<file path="src/rtl/decoder_arbiter.sv">
// decoder_arbiter: round-robin arbiter sharing one registered 3-to-8 active-low
// one-hot decoder between NREQ requesters, with valid/ready on both sides.
module decoder_arbiter #(
  parameter int NREQ  = 4,
  parameter int SEL_W = 3,
  parameter int OUT_W = 8,
  parameter int ID_W  = 2,
  parameter int CNT_W = 16
) (
  input  logic                  clk,
  input  logic                  rst,
  input  logic [NREQ-1:0]       req_valid,
  input  logic [NREQ*SEL_W-1:0] req_sel,
  output logic [NREQ-1:0]       req_ready,
  output logic                  out_valid,
  input  logic                  out_ready,
  output logic [OUT_W-1:0]      out_data,
  output logic [ID_W-1:0]       out_id,
  output logic                  busy,
  output logic [CNT_W-1:0]      grant_cnt
);

  typedef enum logic [1:0] {
    WARM  = 2'd0,
    EMPTY = 2'd1,
    FULL  = 2'd2
  } state_t;

  state_t           state;
  logic [ID_W-1:0]  ptr;
  logic [ID_W-1:0]  win;
  logic             found;
  logic             can_accept;
  logic             accept;
  logic [SEL_W-1:0] sel_w;
  logic [OUT_W-1:0] decoded;

  // Round-robin search: first pending requester at or after ptr, wrapping.
  always_comb begin
    int idx;
    logic [ID_W-1:0] cand;
    found = 1'b0;
    win   = '0;
    idx   = 0;
    cand  = '0;
    for (int k = 0; k < NREQ; k++) begin
      idx = int'(ptr) + k;
      if (idx >= NREQ) idx = idx - NREQ;
      cand = ID_W'(idx);
      if (!found && req_valid[cand]) begin
        found = 1'b1;
        win   = cand;
      end
    end
  end

  // Grant strobe and the winner's select; output slot must be free or draining.
  always_comb begin
    can_accept = (state != WARM) && (!out_valid || out_ready);
    accept     = found && can_accept;
    req_ready  = '0;
    sel_w      = '0;
    for (int i = 0; i < NREQ; i++) begin
      if (win == ID_W'(i)) begin
        req_ready[i] = accept;
        sel_w        = req_sel[i*SEL_W +: SEL_W];
      end
    end
    decoded = ~(OUT_W'(1) << sel_w);
    busy    = out_valid | (|req_valid);
  end

  // Sequencer: warm-up after reset, then load on accept, hold on stall, clear on drain.
  always_ff @(posedge clk) begin
    if (!rst) begin
      state     <= WARM;
      out_valid <= 1'b0;
      out_data  <= {OUT_W{1'b1}};
      out_id    <= '0;
      ptr       <= '0;
      grant_cnt <= '0;
    end else begin
      case (state)
        WARM: state <= EMPTY;
        default: begin
          if (accept) begin
            state     <= FULL;
            out_valid <= 1'b1;
            out_data  <= decoded;
            out_id    <= win;
            if (win == ID_W'(NREQ - 1)) ptr <= '0;
            else                        ptr <= win + ID_W'(1);
            if (grant_cnt != {CNT_W{1'b1}}) grant_cnt <= grant_cnt + CNT_W'(1);
          end else if (out_valid && out_ready) begin
            state     <= EMPTY;
            out_valid <= 1'b0;
            out_data  <= {OUT_W{1'b1}};
          end
        end
      endcase
    end
  end

endmodule
</file>
<file path="config.mk">
export PLATFORM = sky130hd
export DESIGN_NAME = decoder_arbiter
export DESIGN_NICKNAME = d
export VERILOG_FILES = /design/src/rtl/decoder_arbiter.sv
export SDC_FILE = /design/constraint.sdc
export NUM_CORES = 1
export LEC_CHECK = 0
export ABC_AREA = 1
export CAP_MARGIN = 20
export CORE_UTILIZATION = 28
export DETAILED_ROUTE_END_ITERATION = 6
export DONT_BUFFER_PORTS = 1
export SLEW_MARGIN = 20
export SYNTH_ARGS = -nofsm -noshare
export SYNTH_HDL_FRONTEND = slang
export SYNTH_SLANG_ARGS = --single-unit
</file>
<file path="constraint.sdc">
create_clock -name clk -period 2.15 [get_ports clk]
set_input_delay 0.43 -clock clk [delete_from_list [all_inputs] [get_ports clk]]
set_output_delay 0.43 -clock clk [all_outputs]
set_load 0.05 [all_outputs]
</file>
# Yosys cells after proc, flatten, opt, wreduce, memory -nomap -nowiden
# Index checks and enable logic that the tools add are counted.
dict set report totals {
  memories 0
  latchBits 0
  output_inout_bits 32
  ff_bits 31
  ramBits 0
  rom_bits 0
}
dict set report classes {
  bitwise_logic 4
  div_mod_pow 0
  n_eq_ne 4
  mux 36
  n_mul 0
  n_lt_le_gt_ge 8
  shifts 1
  add_sub_neg 9
  n_reduce_logical 21
}
# operator n
set op_table {}
lappend op_table {{two-way mux 2 bit} 11}
lappend op_table {{adder 16 x 1 -> 16 bit, second input constant} 1}
lappend op_table {{two-way mux 8 bit} 2}
lappend op_table {{!= test 16 bit, second input constant} 1}
lappend op_table {{two-way mux 1 bit} 15}
lappend op_table {{less-than comparator 2 x 3 -> 1 bit, second input constant} 4}
lappend op_table {{two-way mux 3 bit} 4}
lappend op_table {{>= comparator 3 bit, second input constant} 3}
lappend op_table {{binary-select mux 1 bit (select 2 bit)} 4}
lappend op_table {{inverter 8 bit} 1}
lappend op_table {{<< shifter 1 x 3 -> 8 bit, first input constant} 1}
lappend op_table {{subtractor 2 x 1 -> 2 bit, second input constant} 4}
lappend op_table {{adder 2 x 2 -> 3 bit, second input constant} 2}
lappend op_table {{logical AND 1 bit} 6}
lappend op_table {{equality test 2 bit, second input constant} 2}
lappend op_table {{logical NOT 1 bit} 4}
lappend op_table {{logical NOT 2 bit} 2}
lappend op_table {{AND reduction 2 bit} 2}
lappend op_table {{nonzero test 2 bit} 2}
lappend op_table {{OR reduction 4 bit} 1}
lappend op_table {{adder 2 x 1 -> 3 bit, second input constant} 1}
lappend op_table {{>= comparator 2 x 3 -> 1 bit, second input constant} 1}
lappend op_table {{AND reduction 3 bit} 1}
lappend op_table {{nonzero test 3 bit} 1}
lappend op_table {{6 further kinds} 7}

# Depth between registers and ports, before layout
# Gate-level depths: netlist of the first run.
dict set report logic_depth {
  word_depth 22
  depth_mapped 21
  ltp_nobuf 20
}

# Least setup slack after synthesis of the first run
# No wires, ideal clock.
dict set report synth_path {
  path_kind {reg-to-output}
  startpoint {reg ptr[0]}
  endpoint {out req_ready[3]}
  arrival_ps 2089
  stages_incl_launch_ff 14
  required_ps 1720
  setup_slack_ps -369
  path_buffers 1
  path_cell_list {dfxtp_1 > buf_4 > inv_4 > nand2_1 > nand3_1 > nand2_1 > nor2_2 > nand3_1 > nand3_1 > nand2_2 > inv_1 > ha_1 > inv_1 > nor2_1}
}
dict set report synth_between {
  elab_chain_cells 16
  word_cells_on_any_way 40
}
# item line
set synth_rtl {}
lappend synth_rtl {{from (decl)} 30} ;# logic [ID_W-1:0] ptr;
lappend synth_rtl {{from (signal assigned)} 92} ;# else ptr <= win + ID_W'(1);
lappend synth_rtl {{branches (longest 13 deep; another with adder 2 x 1 -> 3 bit)} -}
lappend synth_rtl {{two-way mux 2 bit (*)} 50} ;# if (!found && req_valid[cand]) begin
lappend synth_rtl {{net win[1]} 31} ;# logic [ID_W-1:0] win;
lappend synth_rtl {{equality test 2 bit (*)} 64} ;# if (win == ID_W'(i)) begin
lappend synth_rtl {{two-way mux 1 bit (*)} 64}
lappend synth_rtl {{to (decl)} 14} ;# output logic [NREQ-1:0] req_ready,
# Mark *: on every way through the listed nets, which the timed path passes. The select of a mux whose other input is x is not followed.

# Worst setup path in the final report of the first run
# Ends and elaborated chain as after synthesis.

==> qor.yml, run 1 <==
status:
  outcome: "complete, but fails checks"
  violations: "negative setup slack"
global_routing:
  grt_max_degree: 20
  use_met1: 0.172
  grt.total_usage: 0.147
  grt_busiest_layer: "met2"
  grt_pass1_wl_mm: 8.80
  use_met2: 0.263
  grt-ovfl-total: 0
  grtUsageMet3: 0.0419
  grt_pass1_vias: 2008
  grt_antenna_before_repair: 0
flow_run:
  drv_cap: 0
power_and_ir_drop:
  power_density_nw_per_um2: 1790
  leakage_uw: 0.00125
  ir_worst_vdd_mv: 0.643
routing:
  ant_nets: 0
  drt-pass1-iter-count: 4
  drc: 0
  wire_per_inst_um: 11.5
  wl_mm: 5.16
  num_vias: 1997
  vias_per_cell: 4.46
  drt_iter0_markers: 49
clock_network:
  clk_latency_ns: 0.28
  cts_tree: "done"
  numCtsBuffers: 5
  cts-root-buf: "clkbuf_8"
  h-tree-depth: 2
  clock_sinks: 31
  clockBufferDepth: 2
  postCtsHoldBufs: 0
  cts.reportedPaths.clkPinSlew_ns: 0.06
setup_path:
  r2r_setup_slack_ns: -0.19
  end_kind: "output port"
  crit_path_top_delay_cell: "dfxtp_4"
  critPathRequiredTime_ns: 1.72
  startpoint_type: "flip-flop"
  cp.arrival_ns: 1.96
  critPathKind: "reg -> out"
  cpPeakStageDelay_ns: 0.41
  cpMostUsedCell: "nand2_2"
  cp_max_fo: 8
  crit_chain: "nand2_2 -> nand3_2 -> nand2_2 -> buf_4 -> inv_1 -> nand4_1 -> nand2_4 -> inv_4 -> ha_4 -> inv_2 -> nor2_4 -> buf_12"
sta:
  fin_crit_sh: 1.11
  finalSetupViolations: 12
  rsz0062_at_grt: "true"
  drv_slew: 0
  maxSlewHeadroom: 0.599
  max_freq_mhz: 418
  fin_hold_ws_ns: 0.228
  setup_ws_ns: -0.241
  hold_viol_final: 0
  fin_setup_tns_ns: -1.79
  worstMarginPinSlew_ns: 0.600
  fin_skew_ns: 0.00615
  fin_crit_ns: 2.39
placed_design:
  place_congestion: 0.855
  dpl_cell_area_sq_um: 2430
  place_ws_ns: -0.270
  dp_hpwl_mm: 3.71
  io_buffers: 0
  dpl.cell_count: 429
yosys:
  ys_seq_elements: 31
  synth_nets: 326
  ys_warn_count: 0
  synth_flop_cell: "dfxtp_1"
  synth-edff-count: 0
  ys_top_cells_by_area: "dfxtp_1 31%, nand2_1 20%, inv_1 6.0%"
  yosys.area.top_type: "dfxtp_1"
  synthDistinctLibCells: 33
  ys_seq_area_frac: 0.312
  synth-async-reset-ratio: 0
  synth_area_sq_um: 1990
  syn_inst: 302
  netlist.area_leader.share: 0.312
  synth.avg_cell_area_sq_um: 6.60
layout:
  final_area_sq_um: 2820
  area_growth_pct: 41.4
  final_common_cell: "nand2_1"
  final_nets: 376
  final_cells: 448
  layout_common_cells: "91 x nand2_1, 44 x buf_4, 29 x dfxtp_1"
  diodes: 0
  layout-drive-gt1-share: 0.386
die:
  die_h_um: 86.3
  dieArea_sq_um: 7460
  start_util: 0.292
  die_w_um: 86.3
  top_level_ports: 51
  rows: 30
  core_region_area_sq_um: 6830
hold_path:
  hp-class: "in -> reg"
## cells by family (layout without fill, tap and decap cells)
kind of cell / after synthesis / in the layout / synth area share
buffers and inverters: 45 / 95 / 0.102
adders and majority gates: 5 / 5 / 0.0314
AOI/OAI and AO/OA: 38 / 38 / 0.124
DFF: 31 / 31 / 0.312
and+or+nand+nor: 173 / 173 / 0.387
xor gates and xnor gates: 10 / 10 / 0.0440
## state kept, by name (all words and copies together) (netlist names)
name	flops
out_id	2
out_data	8
ptr	2
grant_cnt	16
state	2
out_valid	1
## path summary, 6_finish.rpt
kind / from / end / cells past startpoint
worst max register to register: ptr[0] / out_data[0] / 16
worst min register to register: state[1] / state[1] / 2
worst max-delay path: ptr[0] / req_ready[3] / 12
worst min-delay path: rst / out_data[3] / 1
## critical path, delay by kind of cell (launching register included)
| kind | cells | cell delay [ns] |
|---|---|---|
| simple gates | 6 | 0.61 |
| buf+inv | 5 | 0.51 |
| flops | 1 | 0.41 |
| fa+ha+maj | 1 | 0.16 |
## repair_timing
item	in CTS	in global routing
resized for setup	37	24
pin swaps	26	14
endpoints found under the setup margin	12	12
setup buffers	12	0
## metal layers
metal	part of all wire	wire [um]	up-vias
met5	0	0	-
met1	0.42	2180	882
li1	-	-	1051
met4	0.0095	49	0
met3	0.067	348	8
met2	0.50	2580	56
## where the power goes
part,internal [uW],switching (uW)
Clock,251,208
Combinational,1590,1960
Sequential,700,324
Total,2540,2500
## per-stage QoR
| stage | power, uW | util |
|---|---|---|
| after floorplan | 2790 | - |
| after global placement | 3540 | 0.356 |
| after global routing | 5460 | 0.412 |
| after detailed placement | 3560 | 0.356 |
| after CTS | 4800 | 0.400 |
| final | 5030 | 0.412 |
## layout make-up
| cell class | instances | area (sq um) |
|---|---|---|
| well taps | 96 | 120 |
| clock buffers | 6 | 82.6 |
| fillers | 724 | 4020 |
| repair buffers | 50 | 433 |
| flip-flops and latches | 31 | 626 |
| multi-input cells | 226 | 1390 |
| clock inverters | 1 | 5.00 |
| inverters | 38 | 158 |
## synth_stat cells (2+ instances only)
master    instances
inv_4             2
buf_6             2
inv_2             4
a21oi_1          15
o21ai_0           9
nor2_1           26
inv_1            32
nand2_2           3
xor2_1            6
ha_1              5
nand2_1         106
a21oi_2           9
nand4_1           5
nor2_2            4
xnor2_1           4
clkbuf_1          3
dfxtp_1          31
nand3_1          18
nor3_1            4
Note: power is estimated with default switching activity, not from simulation.
==> run 2: changes to the inputs <==
- TNS_END_PERCENT: default -> 50
- clock period: 2.15 -> 3.1 ns (I/O delays scaled with it)
==> run 2 against run 1 <==
  * The run now ends clean
  * Register-to-register slack improved by 0.80 ns
  * Total power decreased by 53%
  * First-iteration DRC count increased by 39%
  * Global-route usage decreased by 0.80 points
  * Die area unchanged
  * Non-clock buffer count decreased by 42
  * Count of clock-buffer cells in the layout increased by 1
  * Largest cell class unchanged
  * Largest power group unchanged
==> qor.yml, run 2 (synthesized netlist as in run 1, its figures left out) <==
clock_network:
  cts_tree: "done"
  post_cts_buffers: 0
  cts-root-buf: "clkbuf_8"
  numCtsBuffers: 5
  clk_latency_ns: 0.28
  h-tree-depth: 2
  postCtsHoldBufs: 0
  clock_sinks: 31
  clockBufferDepth: 2
  cts.reportedPaths.clkPinSlew_ns: 0.06
setup_path:
  critPathRequiredTime_ns: 2.48
  end_kind: "output port"
  r2r_setup_slack_ns: 0.61
  cp_max_fo: 5
  startpoint_type: "flip-flop"
  cp.arrival_ns: 2.19
  r2r_cells: 20
  crit-reg2reg-launch: "ptr[1]"
  r2r-end: "out_data[2]"
  critPathKind: "reg -> out"
placed_design:
  dp_hpwl_mm: 3.54
  place_congestion: 0.866
  io_buffers: 0
  dpl_cell_area_sq_um: 2120
  place_ws_ns: 0.409
sta:
  rsz0062_at_grt: "false"
  hold_viol_final: 0
  fin_crit_ns: 2.81
  fin_crit_sh: 0.906
  max_freq_mhz: 356
  fin_setup_tns_ns: 0
  setup_ws_ns: 0.291
  fin_skew_ns: 0.00842
  finalSetupViolations: 0
  drv_slew: 0
  worstMarginPinSlew_ns: 0.637
  maxSlewHeadroom: 0.575
layout:
  regArea_sq_um: 622
  layout_common_cells: "106 x nand2_1, 32 x inv_1, 30 x dfxtp_1"
  diodes: 0
  top_regs: "grant_cnt x16, out_data x8"
  top_register: "grant_cnt"
  largest_reg_flops: 16
  area_growth_pct: 10.4
  final_nets: 334
  multi_input_area_sq_um: 1170
  layout-drive-gt1-share: 0.148
  fillers: 767
  final_common_cell: "nand2_1"
  final_area_sq_um: 2200
global_routing:
  grt_pass1_wl_mm: 8.15
  grt_max_degree: 20
  grt-ovfl-total: 0
  grt_antenna_before_repair: 0
  grt.total_usage: 0.139
  grt_pass1_vias: 1801
hold_path:
  worstHoldStart: "rst"
  hold_depth: 1
  hp-class: "in -> reg"
  min_to: "out_data[4]"
power_and_ir_drop:
  power_density_nw_per_um2: 1080
  ir_worst_vdd_mv: 0.257
  leakage_uw: 0.000987
die:
  rows: 30
  top_level_ports: 51
  die_w_um: 86.3
  dieArea_sq_um: 7460
  die_h_um: 86.3
  start_util: 0.292
  core_region_area_sq_um: 6830
routing:
  wire_per_inst_um: 11.7
  drt_iter0_markers: 68
  num_vias: 1829
  drc: 0
  wl_mm: 4.76
  vias_per_cell: 4.49
  ant_nets: 0
  drt-pass1-iter-count: 4
status:
  outcome: "completed"
flow_run:
  drv_cap: 0
[run 2: cell types whose count changed in the layout (fill, tap and decap cells not counted), moves of 5 or more]
cell and delta:
nor2_4 -6, inv_2 -5, nand2_1 +15, nand3_2 -9
buf_4 -36, inv_1 +7, nor2_1 +6, nand3_1 +10
nand2_2 -13
[run 2: worst max path at each step]
stage	startpoint	end	slack, ns
floorplan	req_valid[3]	req_ready[3]	0.21
global placement	req_valid[3]	req_ready[3]	0.47
detailed placement	req_valid[3]	req_ready[3]	0.41
CTS	ptr[0]	req_ready[3]	0.18
global route	ptr[1]	req_ready[3]	0.06
finish	ptr[1]	req_ready[3]	0.29
[run 2: critical path: stages (launching register included)]
cell and delay [ns]:
dfxtp_1 0.40, inv_1 0.12, nand2_1 0.09, nand2_2 0.08, nand2_2 0.08, nand2_1 0.06, nor2_2 0.12, nand3_1 0.08
nand3_1 0.08, nand2_2 0.08, inv_1 0.09, ha_1 0.22, inv_1 0.10, nor2_1 0.10, buf_4 0.20
[run 2: what timing repair did]
item	4_1_cts	5_1_grt
gates resized for setup	0	1
hold endpoints to repair	0	0
setup endpoints to repair	0	2
[run 2: metal layers]
layer  track usage  vias to the layer above  share of wire
met2         0.242                       58           0.47
li1              -                      971              -
met3        0.0495                        5          0.058
met1         0.163                      795           0.46
met5             0                        -              0
met4        0.0318                        0         0.0071
[run 2: where the power goes]
part,internal (uW),switching [uW],leakage (uW)
clock network,157,150,0.0000422
registers,481,266,0.000253
logic,415,894,0.000692
total,1050,1310,0.000987
[run 2: area by class of cell]
class	instances	area share
multi-input cells	226	0.531
clock buffers	7	0.0347
clock inverters	1	0.00228
well taps	96	0.0546
flip-flops and latches	31	0.283
repair buffers	8	0.0273
inverters	38	0.0672
[run 2: metrics by stage]
stage	hold WS, ns	cells	util	total power [uW]
4_1_cts	0.397	407	0.322	2390
2_1_floorplan	0.460	302	-	1860
5_1_grt	0.392	407	0.322	2600
6_report	0.412	407	0.322	2360
3_3_place_gp	0.468	399	0.310	2050
3_5_place_dp	0.483	399	0.310	2070
==> run 3: changes to the inputs <==
- RECOVER_POWER: default -> 50
- clock period: 3.1 -> 3.2 ns (I/O delays scaled with it)
==> run 3 against run 2 <==
  * First-iteration DRC count down 32%
  * Register-to-register slack better by 0.08 ns
  * Setup slack worse by 0.0019 ns
  * Sequential cell count unchanged
  * Non-clock buffer count down 1
  * Core utilization down 0.51 points
  * Count of clock-buffer cells in the layout unchanged
  * Critical path depth down 7
  * Wire length down 0.36%
  * Clock skew down 0.00082 ns
  * Sequential power down 3.2%
  * Via count up 1.1%
  * Critical endpoint is now req_ready[2]
==> qor.yml, run 3 (synthesized netlist as in run 1, its figures left out) <==
setup_path:
  critPathKind: "in -> out"
  cp.arrival_ns: 2.27
  critPathRequiredTime_ns: 2.56
  critPathLaunch: "req_valid[2]"
  end_kind: "output port"
  r2r_setup_slack_ns: 0.69
  startpoint_type: "primary input"
  cp_max_fo: 11
  crit-reg2reg-launch: "ptr[1]"
placed_design:
  place_congestion: 0.868
  dp_hpwl_mm: 3.57
  dpl.cell_count: 398
  io_buffers: 0
clock_network:
  post_cts_buffers: 0
  clk_latency_ns: 0.29
  clockBufferDepth: 2
  cts.reportedPaths.clkPinSlew_ns: 0.06
  postCtsHoldBufs: 0
  h-tree-depth: 2
  numCtsBuffers: 5
  cts_resized: 0
  clock_sinks: 31
  cts-root-buf: "clkbuf_8"
  cts_tree: "done"
hold_path:
  hp-class: "in -> reg"
  worstHoldStart: "rst"
global_routing:
  grt_pass1_wl_mm: 8.02
  grt-ovfl-total: 0
  grt.total_usage: 0.135
  grt_antenna_before_repair: 0
  grt_max_degree: 20
  grt_pass1_vias: 1814
sta:
  fin_crit_sh: 0.910
  fin_hold_ws_ns: 0.432
  max_freq_mhz: 344
  hold_viol_final: 0
  worstMarginPinSlew_ns: 0.766
  fin_skew_ns: 0.00760
  rsz0062_at_grt: "false"
  fin_setup_tns_ns: 0
  drv_slew: 0
  finalSetupViolations: 0
  maxSlewHeadroom: 0.489
  fin_crit_ns: 2.91
layout:
  final_cells: 406
  layout_common_cells: "106 x nand2_1, 33 x inv_1, 30 x dfxtp_1"
  largest_reg_flops: 16
  top_regs: "grant_cnt x16, out_data x8"
  final_common_cell: "nand2_1"
  area_growth_pct: 8.61
  final_nets: 333
  diodes: 0
  fillers: 768
  layout-drive-gt1-share: 0.129
  top_register: "grant_cnt"
routing:
  drt_iter0_markers: 46
  num_vias: 1849
  drt-pass1-iter-count: 4
  ant_nets: 0
  vias_per_cell: 4.55
  wire_per_inst_um: 11.7
  drc: 0
  wl_mm: 4.75
die:
  die_h_um: 86.3
  die_w_um: 86.3
  top_level_ports: 51
  dieArea_sq_um: 7460
  start_util: 0.292
  core_region_area_sq_um: 6830
  rows: 30
power_and_ir_drop:
  leakage_uw: 0.000965
  power_density_nw_per_um2: 1050
  ir_worst_vdd_mv: 0.235
  total_power_uw: 2270
flow_run:
  drv_cap: 0
status:
  outcome: "completed"
[run 3: cell count changes in the layout (fill, tap and decap cells not counted), sizes merged]
cell    previous run  this run
buf                8         4
clkbuf             7        10
[run 3: cell type report]
type	instances	area, sq um	share of cell area
Clock buffer	7	76.3	0.0353
Clock inverter	1	5.00	0.00231
Tap cell	96	120	0.0555
Multi-Input combinational cell	226	1150	0.532
Inverter	38	148	0.0682
Sequential cell	31	622	0.287
Timing Repair Buffer	7	41.3	0.0191
[run 3: per-layer routing]
metal,routed length [um],global-route usage,vias up
met2,2220,0.233,53
li1,-,-,962
met1,2150,0.160,827
met5,0,0,-
met3,332,0.0419,7
met4,45,0.0439,0
[run 3: through the flow]
stage                     utilization  instance area (sq um)  worst slack, ns
after floorplan                     -                   1990            0.267
after global placement          0.309                   2110            0.533
after detailed placement        0.309                   2110            0.451
after CTS                       0.321                   2190            0.212
after global routing            0.317                   2160           0.0583
final                           0.317                   2160            0.289
[run 3: report_power, final]
part / internal (uW) / switching (uW) / leakage (uW)
Combinational: 389 / 852 / 0.000670
Sequential: 466 / 257 / 0.000253
Clock: 153 / 154 / 0.0000422
[run 3: critical path, cell delays in order]
cell	delay [ns]
inv_1	0.03
nand4_1	0.14
inv_1	0.07
nor2_1	0.58
inv_1	0.40
nor2_1	0.18
buf_4	0.22
[run 3: final timing paths]
| path | end | cells after the start |
|---|---|---|
| min | out_data[7] | 1 |
| min reg2reg | state[1] | 2 |
| max | req_ready[2] | 7 |
| max reg2reg | out_data[6] | 20 |
